--- src/rtl/mips_pkg.sv ---
// Shared definitions for the MIPS multicycle controller.
// Holds the opcode constants, the controller state encoding (which is also
// the value shown on the debug `state` port), the ALU operation codes and
// the select codes for the ALU B-input and PC-source multiplexers.
package mips_pkg;

    // Instruction opcodes, instruction register bits [31:26]
    localparam logic [5:0] OP_RTYPE = 6'b000000;
    localparam logic [5:0] OP_LW    = 6'b100011;
    localparam logic [5:0] OP_SW    = 6'b101011;
    localparam logic [5:0] OP_BEQ   = 6'b000100;
    localparam logic [5:0] OP_J     = 6'b000010;
    localparam logic [5:0] OP_ADDI  = 6'b001000;

    // Controller states; the numeric values are visible on the debug port
    typedef enum logic [3:0] {
        S_RST    = 4'd0,
        S_FETCH  = 4'd1,
        S_DECODE = 4'd2,
        S_MEMADR = 4'd3,
        S_MEMRD  = 4'd4,
        S_MEMWB  = 4'd5,
        S_MEMWR  = 4'd6,
        S_REX    = 4'd7,
        S_RWB    = 4'd8,
        S_BEQ    = 4'd9,
        S_ADDIEX = 4'd10,
        S_ADDIWB = 4'd11,
        S_JMP    = 4'd12,
        S_TRAP   = 4'd13
    } state_t;

    // ALU operation selects
    localparam logic [1:0] ALUOP_ADD   = 2'b00;
    localparam logic [1:0] ALUOP_SUB   = 2'b01;
    localparam logic [1:0] ALUOP_FUNCT = 2'b10;

    // ALU B-input selects
    localparam logic [1:0] ALU_B_REG     = 2'b00;
    localparam logic [1:0] ALU_B_FOUR    = 2'b01;
    localparam logic [1:0] ALU_B_IMM     = 2'b10;
    localparam logic [1:0] ALU_B_IMM_SH2 = 2'b11;

    // PC source selects
    localparam logic [1:0] PC_SRC_ALU    = 2'b00;
    localparam logic [1:0] PC_SRC_ALUOUT = 2'b01;
    localparam logic [1:0] PC_SRC_JUMP   = 2'b10;

endpackage

--- src/rtl/mips_multicycle_ctrl.sv ---
// Multicycle MIPS control unit: a Moore FSM that sequences FETCH, DECODE,
// EXECUTE, MEMORY and WRITEBACK for R-type, lw, sw, beq, j and (optionally)
// addi, traps on illegal opcodes and counts retired instructions.
//
// Parameters:
//   CNT_W         width of retired_cnt
//   MEM_HANDSHAKE 1: FETCH/MEMRD/MEMWR wait for mem_ready; 0: never wait
//   ADDI_EN       0: opcode 001000 traps as illegal
//
// Ports:
//   clk, rst_n      rising-edge clock, asynchronous active-low reset
//   opcode          IR[31:26], sampled only in DECODE and MEMADR
//   zero            ALU zero flag; consumed by the datapath, not here
//   mem_ready       memory access completes this cycle
//   write_enable, write_memory, read_memory, branch, aluop,
//   pc_write, ir_write, iord, alu_src_a, alu_src_b, pc_src,
//   reg_dst, mem_to_reg   datapath controls (combinational from state)
//   state           current state encoding, for debug
//   illegal_op      sticky trap flag (high while in TRAP)
//   retired_cnt     completed-instruction counter, wraps
//
// Handshake: a memory access in FETCH, MEMRD or MEMWR completes in the cycle
// where "ready" (mem_ready, or always when MEM_HANDSHAKE=0) is high; until
// then the state and all outputs hold steady.
module mips_multicycle_ctrl
    import mips_pkg::*;
#(
    parameter int CNT_W         = 16,
    parameter bit MEM_HANDSHAKE = 1'b1,
    parameter bit ADDI_EN       = 1'b1
) (
    input  logic             clk,
    input  logic             rst_n,
    input  logic [5:0]       opcode,
    input  logic             zero,
    input  logic             mem_ready,
    output logic             write_enable,
    output logic             write_memory,
    output logic             read_memory,
    output logic             branch,
    output logic [1:0]       aluop,
    output logic             pc_write,
    output logic             ir_write,
    output logic             iord,
    output logic             alu_src_a,
    output logic [1:0]       alu_src_b,
    output logic [1:0]       pc_src,
    output logic             reg_dst,
    output logic             mem_to_reg,
    output logic [3:0]       state,
    output logic             illegal_op,
    output logic [CNT_W-1:0] retired_cnt
);

    state_t cur_state;
    state_t next_state;
    logic   ready;
    logic   retire;

    // The zero flag goes straight to the datapath's PC-write gating together
    // with `branch`; the controller itself never looks at it.
    logic unused_zero;
    assign unused_zero = zero;

    assign ready = (MEM_HANDSHAKE == 1'b0) || mem_ready;
    assign state = cur_state;

    always_ff @(posedge clk or negedge rst_n) begin
        if (!rst_n) begin
            cur_state <= S_RST;
        end else begin
            cur_state <= next_state;
        end
    end

    always_comb begin
        next_state   = cur_state;
        write_enable = 1'b0;
        write_memory = 1'b0;
        read_memory  = 1'b0;
        branch       = 1'b0;
        aluop        = ALUOP_ADD;
        pc_write     = 1'b0;
        ir_write     = 1'b0;
        iord         = 1'b0;
        alu_src_a    = 1'b0;
        alu_src_b    = ALU_B_REG;
        pc_src       = PC_SRC_ALU;
        reg_dst      = 1'b0;
        mem_to_reg   = 1'b0;
        illegal_op   = 1'b0;

        case (cur_state)
            S_RST: begin
                next_state = S_FETCH;
            end
            S_FETCH: begin
                read_memory = 1'b1;
                alu_src_b   = ALU_B_FOUR;
                aluop       = ALUOP_ADD;
                // IR load and PC+4 commit only once the fetch actually returns
                if (ready) begin
                    ir_write   = 1'b1;
                    pc_write   = 1'b1;
                    next_state = S_DECODE;
                end
            end
            S_DECODE: begin
                // Branch target precomputed here: PC + (imm << 2)
                alu_src_b = ALU_B_IMM_SH2;
                aluop     = ALUOP_ADD;
                case (opcode)
                    OP_LW, OP_SW: next_state = S_MEMADR;
                    OP_RTYPE:     next_state = S_REX;
                    OP_BEQ:       next_state = S_BEQ;
                    OP_J:         next_state = S_JMP;
                    OP_ADDI:      next_state = ADDI_EN ? S_ADDIEX : S_TRAP;
                    default:      next_state = S_TRAP;
                endcase
            end
            S_MEMADR: begin
                alu_src_a  = 1'b1;
                alu_src_b  = ALU_B_IMM;
                aluop      = ALUOP_ADD;
                // Only lw/sw reach here; anything but lw is treated as a store
                next_state = (opcode == OP_LW) ? S_MEMRD : S_MEMWR;
            end
            S_MEMRD: begin
                read_memory = 1'b1;
                iord        = 1'b1;
                if (ready) next_state = S_MEMWB;
            end
            S_MEMWB: begin
                write_enable = 1'b1;
                mem_to_reg   = 1'b1;
                next_state   = S_FETCH;
            end
            S_MEMWR: begin
                write_memory = 1'b1;
                iord         = 1'b1;
                if (ready) next_state = S_FETCH;
            end
            S_REX: begin
                alu_src_a  = 1'b1;
                aluop      = ALUOP_FUNCT;
                next_state = S_RWB;
            end
            S_RWB: begin
                write_enable = 1'b1;
                reg_dst      = 1'b1;
                next_state   = S_FETCH;
            end
            S_BEQ: begin
                alu_src_a  = 1'b1;
                aluop      = ALUOP_SUB;
                branch     = 1'b1;
                pc_src     = PC_SRC_ALUOUT;
                next_state = S_FETCH;
            end
            S_ADDIEX: begin
                alu_src_a  = 1'b1;
                alu_src_b  = ALU_B_IMM;
                aluop      = ALUOP_ADD;
                next_state = S_ADDIWB;
            end
            S_ADDIWB: begin
                write_enable = 1'b1;
                next_state   = S_FETCH;
            end
            S_JMP: begin
                pc_write   = 1'b1;
                pc_src     = PC_SRC_JUMP;
                next_state = S_FETCH;
            end
            S_TRAP: begin
                // Parked until reset; the flag is sticky because the state is
                illegal_op = 1'b1;
                next_state = S_TRAP;
            end
            default: begin
                next_state = S_RST;
            end
        endcase
    end

    // An instruction retires on the cycle that hands control back to FETCH.
    // RST->FETCH is not a retirement, nor is FETCH waiting on memory.
    assign retire = (next_state == S_FETCH) && (cur_state != S_FETCH) &&
                    (cur_state != S_RST);

    always_ff @(posedge clk or negedge rst_n) begin
        if (!rst_n) begin
            retired_cnt <= '0;
        end else if (retire) begin
            retired_cnt <= retired_cnt + CNT_W'(1);
        end
    end

endmodule

--- config.mk ---
export PLATFORM = sky130hd
export DESIGN_NAME = mips_multicycle_ctrl
export DESIGN_NICKNAME = d
export VERILOG_FILES = /design/src/rtl/mips_pkg.sv /design/src/rtl/mips_multicycle_ctrl.sv
export SDC_FILE = /design/constraint.sdc
export NUM_CORES = 1
export LEC_CHECK = 0
export CAP_MARGIN = 20
export CORE_ASPECT_RATIO = 1.75
export CORE_MARGIN = 2
export CORE_UTILIZATION = 48
export DETAILED_ROUTE_END_ITERATION = 8
export HOLD_SLACK_MARGIN = 0.05
export PLACE_DENSITY = 0.85
export SLEW_MARGIN = 15
export SYNTH_ARGS = -nofsm -noshare
export SYNTH_HDL_FRONTEND = slang
export SYNTH_SLANG_ARGS = --single-unit
export TNS_END_PERCENT = 30
--- constraint.sdc ---
create_clock -name clk -period 4 [get_ports clk]
set_clock_uncertainty 0.1 [all_clocks]
set_input_delay 0.8 -clock clk [delete_from_list [all_inputs] [get_ports clk]]
set_output_delay 0.8 -clock clk [all_outputs]
set_load 0.05 [all_outputs]
==> results of run 1 <==
-- synth_stat cells, types with 2 or more instances --
library cell	number
nand2_1	8
clkbuf_1	3
nor4_4	2
nor2_1	12
buf_4	2
xor2_1	2
or2_2	2
nor3_1	5
nand4_1	5
dfrtp_1	20
o2111ai_1	3
inv_1	3
o21a_1	2
a21oi_1	3
buf_1	2
and3_1	5
nor4_1	2
buf_2	2
xnor2_1	15
nand2b_1	4
or4_1	2
and2_1	3
nand3_1	12
-- cells in the final DEF (no fill, tap or decap), types with 2 or more instances in the layout --
cell	n
nor3_1	5
nor4_4	2
o2111ai_1	3
and3_1	5
nand2_1	8
dfrtp_1	20
xnor2_1	15
nand4_1	5
inv_1	3
clkdlybuf4s50_1	45
clkbuf_8	4
nand3_1	12
a21oi_1	3
o21a_1	2
nor2_1	12
nand2b_1	4
xor2_1	2
or2_2	2
or4_1	2
and2_1	3
-- layer usage --
layer / vias to the layer above / GRT usage / part of all wire
met5: - / 0 / 0
met1: 595 / 0.251 / 0.37
met4: 0 / 0.0707 / 0.013
met2: 54 / 0.418 / 0.56
li1: 594 / - / -
met3: 4 / 0.0197 / 0.053
-- power by group through the flow --
stage,Combinational (µW),Sequential [µW],Clock [µW]
after floorplan,573,427,0
after global placement,888,348,0
after detailed placement,904,352,0
after CTS,906,350,153
after global routing,945,366,159
final,902,353,152
-- path summary, 6_finish.rpt --
| path | start | endpoint |
|---|---|---|
| worst min register to register | retired_cnt[15]$_DFFE_PN0P_ | retired_cnt[15]$_DFFE_PN0P_ |
| min in group asynchronous | rst_n | retired_cnt[7]$_DFFE_PN0P_ |
| worst max register to register | state[3]$_DFF_PN0_ | retired_cnt[15]$_DFFE_PN0P_ |
| worst max-delay path | mem_ready | pc_write |
| worst min-delay path | retired_cnt[15]$_DFFE_PN0P_ | retired_cnt[15]$_DFFE_PN0P_ |
| max in group asynchronous | rst_n | retired_cnt[1]$_DFFE_PN0P_ |
-- cell type report --
cell class                      instances  share of cell area
Tap cell                               27              0.0186
Sequential cell                        20               0.275
Timing Repair Buffer                   45               0.248
Inverter                                3             0.00619
Clock buffer                            4              0.0303
Multi-Input combinational cell        110               0.422
-- flip-flops by register name (all words and copies together) (netlist names) --
signal and cells:
state 4, retired_cnt 16
-- metrics by stage --
| stage | hold WS [ns] | power (µW) | area, µm² | setup WS, ns | util |
|---|---|---|---|---|---|
| floorplan | 0.404 | 1000 | 1320 | 0.355 | - |
| global placement | 0.361 | 1240 | 1760 | 0.502 | 0.663 |
| detailed placement | 0.362 | 1260 | 1760 | 0.486 | 0.663 |
| CTS | 0.376 | 1410 | 1820 | 0.482 | 0.684 |
| global route | 0.406 | 1470 | 1820 | 0.353 | 0.684 |
| finish | 0.373 | 1410 | 1820 | 0.481 | 0.684 |
-- logic make-up after synthesis --
logic type | share of synthesized area
xor+xnor | 0.113
fa+ha+maj | 0.00950
simple gates | 0.300
buf+inv | 0.0418
flops | 0.380
compound gates | 0.144
mux | 0.0114
-- critical path, stage by stage --
cell,delay (ns)
clkdlybuf4s50_1,0.58
nand2_1,0.11
nor4_2,0.19
or2_2,0.15
clkdlybuf4s50_1,0.79
==> impl_results.md, run 1 <==
* Outcome: complete, no violations
* CP required at 3.10 ns
* Starting utilization of the core area at 0.495
* Root buffer cell: clkbuf_8
* Clock transition at the registers of the reported paths at 0.07 ns
* Upper clock frequency limit at between 0.2 and 0.3 GHz
* Vertical die dimension at ~73 µm
* Post-Synthesis Cell Area at ~1300 µm²
* Proportion of netlist area held by the largest area contributor at 0.380
* Layout area overhead at 38.1%
* Number of distinct library cells after synthesis at 46
* Internal power summed over all cells at around 650 µW
* Port-buffer cells at between 40 and 50
* Syn Inst Count at around 140
* All-Layer GR Usage at 0.222
* Critical Path Sink Type: output pin
* Vias in the first global route at ~1.1k
* Average wire per cell in the routed design at ~16 µm
* Chip width at 43.6 µm
* Weighted congestion reported at the end of routability-driven placement at roughly 0.84
* FF-to-FF path depth at 6
* Detailed-routing iteration count for the pre-antenna-repair pass at 4
* Number of enable flip-flop cells after synthesis at 0
* Clock tree from TritonCTS: done
* Number of standard-cell rows in the floorplan at 25
* Tightest Pin Transition at 0.891 ns
* Fillcell total at 208
* Worst slew margin relative to its limit at 0.404
* Area taken by flip-flops and latches at ~500 µm²
* Max-slew violation count at 0
* Pin count of the biggest net entering global routing at 21
* Initial antenna violation count at 0
* Critical path data arrival time at roughly 2.6 ns
* Number of nets with antenna violations after routing at 0
* Fraction of final layout cells with drive strength greater than 1 at 0.0879
* Area taken by multi-input logic gates at about 770 µm²
* Core area at roughly 2700 µm²
* Leading post-synthesis cells by cell area: dfrtp_1, xnor2_1, nand3_1
* Post-CTS setup buffers at 0
* Remaining global-route overflow at 0
* DRT iter0 DRCs at 25
* # Max-Cap Violations at 0
* Type of the worst setup path: in -> out
* Cell type contributing the most total cell area after synthesis: dfrtp_1
* Setup violations, final at 0
* Overall die area at ~3200 µm²
* Hold buffer count at cts at 0
* Static power due to leakage at ~0.0007 µW
* Primary flip-flop cell chosen by synthesis mapping: dfrtp_1
* Number of nets in the layout at 194
* Setup slack of the most critical reg-to-reg path at approximately 1.4 ns
* Inserted Clock Buffers at 3
* Num Clock Sinks at 20
* Min-Delay Path Depth at 1
* Share of synthesized area occupied by flip-flops and latches at 0.380
* Combinational power share at 0.641
* Number of nets in the synthesized netlist at 153
* Global-route wire length before repair at 5410 µm
* CTS HTree Levels at 1
* Clock period minus final worst setup slack at 3.52 ns
* Number of resized instances in the post-cts repair step at 0
* Wire length reported by the detailed router at ~3300 µm
* Maximum count of clock buffers along a single path at 2
* Largest vdd supply drop at ~0.54 mV
* Layout Cells excl Fill at 209
* Startpoint type of the worst setup path: primary input
* Dpl hpwl at 2560 µm
* Warning count from the yosys run at 0
* Ant. Diodes at 0
* Power share of the sequential group at 0.251
* CP Max Fanout at 6
* Final routed DRC violation total at 0
* Synthesized area per cell at between 9 and 10 µm²
* Final worst-path cycle share at 0.880
* Final Hold Vio Count at 0
* Clock latency at the later pin of the worst-skew pair at ~0.26 ns
* Unrepaired setup endpoints after global routing: no
* Count of placed standard cells including taps at 205
* Sw power at around 750 µW
* TNS Setup at 0 ns
* Top Ports at 47
* Vias per std cell at just under 6
* Clock network fraction of total power at 0.108
* #FFs+latches synth at 20
* Power Dens Cells at 773 nW/µm²
* Routed via count at roughly 1.2k
* Switching Fraction at 0.536
* Class of the tightest hold or removal check: reg -> reg
* Fraction of synthesis flops using an asynchronous set or reset pin at 1.00
Note: power is estimated with default switching activity, not from simulation.
==> run 2: changes to the inputs <==
--- a/config.mk
+++ b/config.mk
@@ -8,10 +8,11 @@
 export CAP_MARGIN = 20
 export CORE_ASPECT_RATIO = 1.75
 export CORE_MARGIN = 2
-export CORE_UTILIZATION = 48
+export CORE_UTILIZATION = 50
+export CTS_BUF_LIST = sky130_fd_sc_hd__clkbuf_4 sky130_fd_sc_hd__clkbuf_8
 export DETAILED_ROUTE_END_ITERATION = 8
 export HOLD_SLACK_MARGIN = 0.05
-export PLACE_DENSITY = 0.85
+export PLACE_DENSITY = 0.88
 export SLEW_MARGIN = 15
 export SYNTH_ARGS = -nofsm -noshare
 export SYNTH_HDL_FRONTEND = slang
==> run 2 against run 1 <==
Net effect: die area fell by 3.7%; clock power hardly changed; setup slack gained 0.014 ns; first-iteration DRC count down 8.0%; non-clock buffer count unchanged; highest routed layer unchanged; sequential share of layout area barely moved; worst hold slack worse by 0.0038 ns; design area hardly changed.
==> impl_results.md, run 2 (same netlist as run 1, synthesis figures left out) <==
* Worst slew margin relative to its limit at 0.418 (was 0.404)
* Maximum count of clock buffers along a single path at 2 (unchanged)
* Cell repeated most along the worst path: clkdlybuf4s50_1 (unchanged)
* Unrepaired setup endpoints after global routing: no (unchanged)
* Critical Path Sink Type: output pin (unchanged)
* Weighted congestion reported at the end of routability-driven placement at 0.867 (was 0.842)
* # Max-Cap Violations at 0 (unchanged)
* Ant. Diodes at 0 (unchanged)
* Final worst-path cycle share at 0.876 (was 0.880)
* Vias in the first global route at 1214 (was 1137)
* Max-slew violation count at 0 (unchanged)
* Register with the most flip-flops: retired_cnt (unchanged)
* Starting utilization of the core area at 0.528 (was 0.495)
* Clock period minus final worst setup slack at 3.51 ns (was 3.52 ns)
* Routed via count at 1217 (was 1247)
* Number of nets with antenna violations after routing at 0 (unchanged)
* Kind of cell adding the most delay to the critical path: buffers and inverters (unchanged)
* Clock latency at the later pin of the worst-skew pair at 0.26 ns (about the same)
* Layout area overhead at 38.0% (was 38.1%)
* Pin count of the biggest net entering global routing at 21 (unchanged)
* Number of resized instances in the post-cts repair step at 0 (unchanged)
* Critical path data arrival time at 2.61 ns (was 2.62 ns)
* Vertical die dimension at 71.9 µm (was 73.3 µm)
* Final Hold Vio Count at 0 (unchanged)
* Global-route wire length before repair at 5620 µm (was 5410 µm)
* Clock tree from TritonCTS: done (unchanged)
* Average wire per cell in the routed design at 15.6 µm (was 16.0 µm)
* CP Max Fanout at 6 (unchanged)
* Initial antenna violation count at 0 (unchanged)
* Port-buffer cells at 45 (unchanged)
* Num Clock Sinks at 20 (unchanged)
* Type of the worst setup path: in -> out (unchanged)
* Fillcell total at 190 (was 208)
* Core area at 2490 µm² (was 2660 µm²)
* Hold buffer count at cts at 0 (unchanged)
* Root buffer cell: clkbuf_8 (unchanged)
* Fraction of final layout cells with drive strength greater than 1 at 0.0879 (unchanged)
* Cells along the critical path: clkdlybuf4s50_1, nand2_1, nor4_2, or2_2, clkdlybuf4s50_1 (unchanged)
* Flip-flop count of the largest register after layout at 16 (unchanged)
* Critical-path cell with the highest stage delay: clkdlybuf4s50_1 (unchanged)
* Number of standard-cell rows in the floorplan at 24 (was 25)
* Vias per std cell at 5.85 (was 5.97)
* Most common cell after layout, fill and taps aside: clkdlybuf4s50_1 (unchanged)
* Overall die area at 3080 µm² (was 3190 µm²)
* Largest vdd supply drop at 0.573 mV (was 0.536 mV)
* Post-CTS setup buffers at 0 (unchanged)
* Dpl hpwl at 2520 µm (was 2560 µm)
* Wire length reported by the detailed router at 3250 µm (was 3340 µm)
* Tightest Pin Transition at 0.871 ns (was 0.891 ns)
* Upper clock frequency limit at 0.285 GHz (was 0.284 GHz)
* Startpoint type of the worst setup path: primary input (unchanged)
* Final routed DRC violation total at 0 (unchanged)
* All-Layer GR Usage at 0.234 (was 0.222)
* DRT iter0 DRCs at 23 (was 25)
* Outcome: complete, no violations (unchanged)
* Crit path buffers/inverters at 2 (unchanged)
* Worst hold margin at 0.369 ns (was 0.373 ns)
* Clock transition at the registers of the reported paths at 0.07 ns (about the same)
* Setup violations, final at 0 (unchanged)
* Class of the tightest hold or removal check: reg -> reg (unchanged)
* CP required at 3.10 ns (about the same)
* Inserted Clock Buffers at 3 (unchanged)
* Power Dens Cells at 776 nW/µm² (was 773 nW/µm²)
* Number of nets in the layout at 194 (unchanged)
* Static power due to leakage at 0.000703 µW (unchanged)
* Top library cells by usage in the layout, fill and taps aside: clkdlybuf4s50_1, dfrtp_1, xnor2_1 (unchanged)
* CTS HTree Levels at 1 (unchanged)
* Final cell utilization of the core at 0.729 (was 0.684)
* Detailed-routing iteration count for the pre-antenna-repair pass at 4 (unchanged)
* Remaining global-route overflow at 0 (unchanged)
* TNS Setup at 0 ns (unchanged)
* Top Ports at 47 (unchanged)
* Delay of the slowest cell on the worst path at 0.79 ns (about the same)
* Chip width at 42.8 µm (was 43.6 µm)
-- run 2: cell counts in the layout (fill, tap and decap cells not counted) --
No cell type changed its count.
-- run 2: through the flow --
step                      setup slack [ns]  std cells  power (µW)  cell area, µm²
after detailed placement             0.500        204        1260            1760
after CTS                            0.495        208        1420            1820
after global routing                 0.409        208        1480            1820
after global placement               0.513        204        1240            1760
after floorplan                      0.355        142        1000            1320
final                                0.495        208        1410            1820
-- run 2: layer usage --
metal	global-route usage	up-vias	share of wire
met1	0.265	571	0.37
met3	0.0302	11	0.042
met2	0.426	46	0.55
met5	0	-	0
li1	-	589	-
met4	0.101	0	0.033
-- run 2: power breakdown --
part | leakage, µW | internal, µW | total, µW | switching, µW
registers | 0.000265 | 245 | 350 | 105
logic | 0.000410 | 321 | 906 | 585
clock network | 0.0000288 | 87.6 | 153 | 65.1
total | 0.000703 | 653 | 1410 | 756
-- run 2: path summary, 6_finish.rpt --
kind	slack, ns	cells after the start	to	startpoint
max	0.49	5	pc_write	mem_ready
max reg2reg	1.40	6	retired_cnt[1]$_DFFE_PN0P_	state[3]$_DFF_PN0_
min reg2reg	0.37	1	retired_cnt[15]$_DFFE_PN0P_	retired_cnt[15]$_DFFE_PN0P_
min	0.37	1	retired_cnt[15]$_DFFE_PN0P_	retired_cnt[15]$_DFFE_PN0P_
max in group asynchronous	2.33	1	retired_cnt[4]$_DFFE_PN0P_	rst_n
min in group asynchronous	0.93	1	retired_cnt[9]$_DFFE_PN0P_	rst_n
-- run 2: cell type report --
cell class	count	area, µm²	area share
Timing Repair Buffer	45	450	0.248
Sequential cell	20	500	0.275
Multi-Input combinational cell	110	767	0.422
Inverter	3	11.3	0.00620
Tap cell	26	32.5	0.0179
Clock buffer	4	55.1	0.0303
==> run 3: changes to the inputs <==
--- a/config.mk
+++ b/config.mk
@@ -8,11 +8,11 @@
 export CAP_MARGIN = 20
 export CORE_ASPECT_RATIO = 1.75
 export CORE_MARGIN = 2
-export CORE_UTILIZATION = 50
+export CORE_UTILIZATION = 45
 export CTS_BUF_LIST = sky130_fd_sc_hd__clkbuf_4 sky130_fd_sc_hd__clkbuf_8
 export DETAILED_ROUTE_END_ITERATION = 8
 export HOLD_SLACK_MARGIN = 0.05
-export PLACE_DENSITY = 0.88
+export PLACE_DENSITY = 0.8
 export SLEW_MARGIN = 15
 export SYNTH_ARGS = -nofsm -noshare
 export SYNTH_HDL_FRONTEND = slang
==> run 3 against run 2 <==
Net effect: global-route usage is 3.1 points lower; design area rose by 1.0%; count of clock-buffer cells in the layout decreased by 1; largest cell class unchanged; highest routed layer unchanged.
==> impl_results.md, run 3 (same netlist as run 1, synthesis figures left out) <==
* Number of standard-cell rows in the floorplan at 26 (was 24)
* Most common cell after layout, fill and taps aside: clkdlybuf4s50_1 (unchanged)
* Port-buffer cells at 45 (unchanged)
* Critical path data arrival time at 2.59 ns (was 2.61 ns)
* Detailed-routing iteration count for the pre-antenna-repair pass at 4 (unchanged)
* Chip width at 44.9 µm (was 42.8 µm)
* Vertical die dimension at 75.5 µm (was 71.9 µm)
* Number of nets with antenna violations after routing at 0 (unchanged)
* Outcome: complete, no violations (unchanged)
* Clock transition at the registers of the reported paths at 0.07 ns (about the same)
* Power share of the sequential group at 0.242 (was 0.248)
* Clock tree from TritonCTS: done (unchanged)
* Type of the worst setup path: in -> out (unchanged)
* Area taken by flip-flops and latches at 500 µm² (unchanged)
* DRT iter0 DRCs at 17 (was 23)
* Unrepaired setup endpoints after global routing: no (unchanged)
* Switching Fraction at 0.516 (was 0.536)
* Wire length reported by the detailed router at 3090 µm (was 3250 µm)
* All-Layer GR Usage at 0.204 (was 0.234)
* Dpl hpwl at 2380 µm (was 2520 µm)
* Inserted Clock Buffers at 3 (unchanged)
* Remaining global-route overflow at 0 (unchanged)
* Max-slew violation count at 0 (unchanged)
* Top Ports at 47 (unchanged)
* CP required at 3.10 ns (about the same)
* Number of resized instances in the post-cts repair step at 0 (unchanged)
* # Max-Cap Violations at 0 (unchanged)
* Layout area overhead at 39.4% (was 38.0%)
* Tightest Pin Transition at 0.854 ns (was 0.871 ns)
* Root buffer cell: clkbuf_8 (unchanged)
* Post-CTS setup buffers at 0 (unchanged)
* Global-route wire length before repair at 5300 µm (was 5620 µm)
* TNS Setup at 0 ns (unchanged)
* Initial antenna violation count at 0 (unchanged)
* Starting utilization of the core area at 0.460 (was 0.528)
* Worst slew margin relative to its limit at 0.429 (was 0.418)
* Setup violations, final at 0 (unchanged)
* Overall die area at 3390 µm² (was 3080 µm²)
* Clock latency at the later pin of the worst-skew pair at 0.26 ns (about the same)
* Weighted congestion reported at the end of routability-driven placement at 0.805 (was 0.867)
* Power Dens Cells at 786 nW/µm² (was 776 nW/µm²)
* Upper clock frequency limit at 0.286 GHz (was 0.285 GHz)
* Largest vdd supply drop at 0.602 mV (was 0.573 mV)
* Number of nets in the layout at 194 (unchanged)
* Final worst-path cycle share at 0.873 (was 0.876)
* Final Hold Vio Count at 0 (unchanged)
* Core area at 2860 µm² (was 2490 µm²)
* Critical Path Sink Type: output pin (unchanged)
* Vias per std cell at 5.83 (was 5.85)
* Hold buffer count at cts at 0 (unchanged)
* CP Max Fanout at 6 (unchanged)
* Internal power summed over all cells at 698 µW (was 653 µW)
* Startpoint type of the worst setup path: primary input (unchanged)
* Count of placed standard cells including taps at 206 (was 204)
* Static power due to leakage at 0.000710 µW (was 0.000703 µW)
* Ant. Diodes at 0 (unchanged)
* Vias in the first global route at 1170 (was 1214)
* Register with the most flip-flops: retired_cnt (unchanged)
* Fillcell total at 255 (was 190)
* Fraction of final layout cells with drive strength greater than 1 at 0.0879 (unchanged)
* Maximum count of clock buffers along a single path at 2 (unchanged)
* Layout Cells excl Fill at 210 (was 208)
* Average wire per cell in the routed design at 14.7 µm (was 15.6 µm)
* Pin count of the biggest net entering global routing at 21 (unchanged)
* Area taken by multi-input logic gates at 767 µm² (unchanged)
* Combinational power share at 0.621 (was 0.643)
* Num Clock Sinks at 20 (unchanged)
* Setup slack of the most critical reg-to-reg path at 1.41 ns (was 1.40 ns)
* Final cell utilization of the core at 0.641 (was 0.729)
* Routed via count at 1225 (was 1217)
* Flip-flop count of the largest register after layout at 16 (unchanged)
* Clock period minus final worst setup slack at 3.49 ns (was 3.51 ns)
* Sw power at 745 µW (was 756 µW)
* CTS HTree Levels at 1 (unchanged)
* Clock network fraction of total power at 0.137 (was 0.108)
* Top library cells by usage in the layout, fill and taps aside: clkdlybuf4s50_1, dfrtp_1, xnor2_1 (unchanged)
* Class of the tightest hold or removal check: reg -> reg (unchanged)
* Final routed DRC violation total at 0 (unchanged)
## run 3: cell types whose count changed in the layout (fill, tap and decap cells not counted)
cell and change:
bufinv_16 +1, clkbuf_8 -1
## run 3: critical path, stage by stage
cell and delay, ns:
clkdlybuf4s50_1 0.56, nand2_1 0.11, nor4_2 0.18, or2_2 0.15
clkdlybuf4s50_1 0.79
## run 3: per-stage QoR
step	hold slack, ns	instance area (µm²)	setup WS, ns	power (µW)
6_report	0.376	1840	0.508	1440
5_1_grt	0.408	1840	0.401	1520
4_1_cts	0.384	1840	0.501	1460
3_5_place_dp	0.372	1760	0.508	1250
3_3_place_gp	0.363	1760	0.511	1240
2_1_floorplan	0.404	1320	0.355	1000
## run 3: layer usage
metal	vias to the layer above	global-route usage	wire length, µm
li1	598	-	-
met1	578	0.251	1220
met2	44	0.372	1680
met3	5	0.0166	150
met4	0	0.0588	33
met5	-	0	0
## run 3: power groups by stage
stage          registers (µW)  clock network (µW)  logic (µW)
2_1_floorplan             427                   0         573
3_3_place_gp              348                   0         889
3_5_place_dp              353                   0         901
4_1_cts                   349                 203         903
5_1_grt                   367                 208         948
6_report                  350                 198         896
## run 3: cell type report
type,count,area share
clock inverters,1,0.0164
well taps,28,0.0191
clock buffers,3,0.0225
flip-flops and latches,20,0.273
multi-input cells,110,0.418
inverters,3,0.00613
repair buffers,45,0.245
## run 3: path summary, 6_finish.rpt
kind / cells past startpoint / startpoint / to
min in group asynchronous: 1 / rst_n / retired_cnt[10]$_DFFE_PN0P_
max: 5 / mem_ready / pc_write
min: 1 / retired_cnt[15]$_DFFE_PN0P_ / retired_cnt[15]$_DFFE_PN0P_
min reg2reg: 1 / retired_cnt[15]$_DFFE_PN0P_ / retired_cnt[15]$_DFFE_PN0P_
max reg2reg: 6 / state[3]$_DFF_PN0_ / retired_cnt[1]$_DFFE_PN0P_
max in group asynchronous: 1 / rst_n / retired_cnt[3]$_DFFE_PN0P_
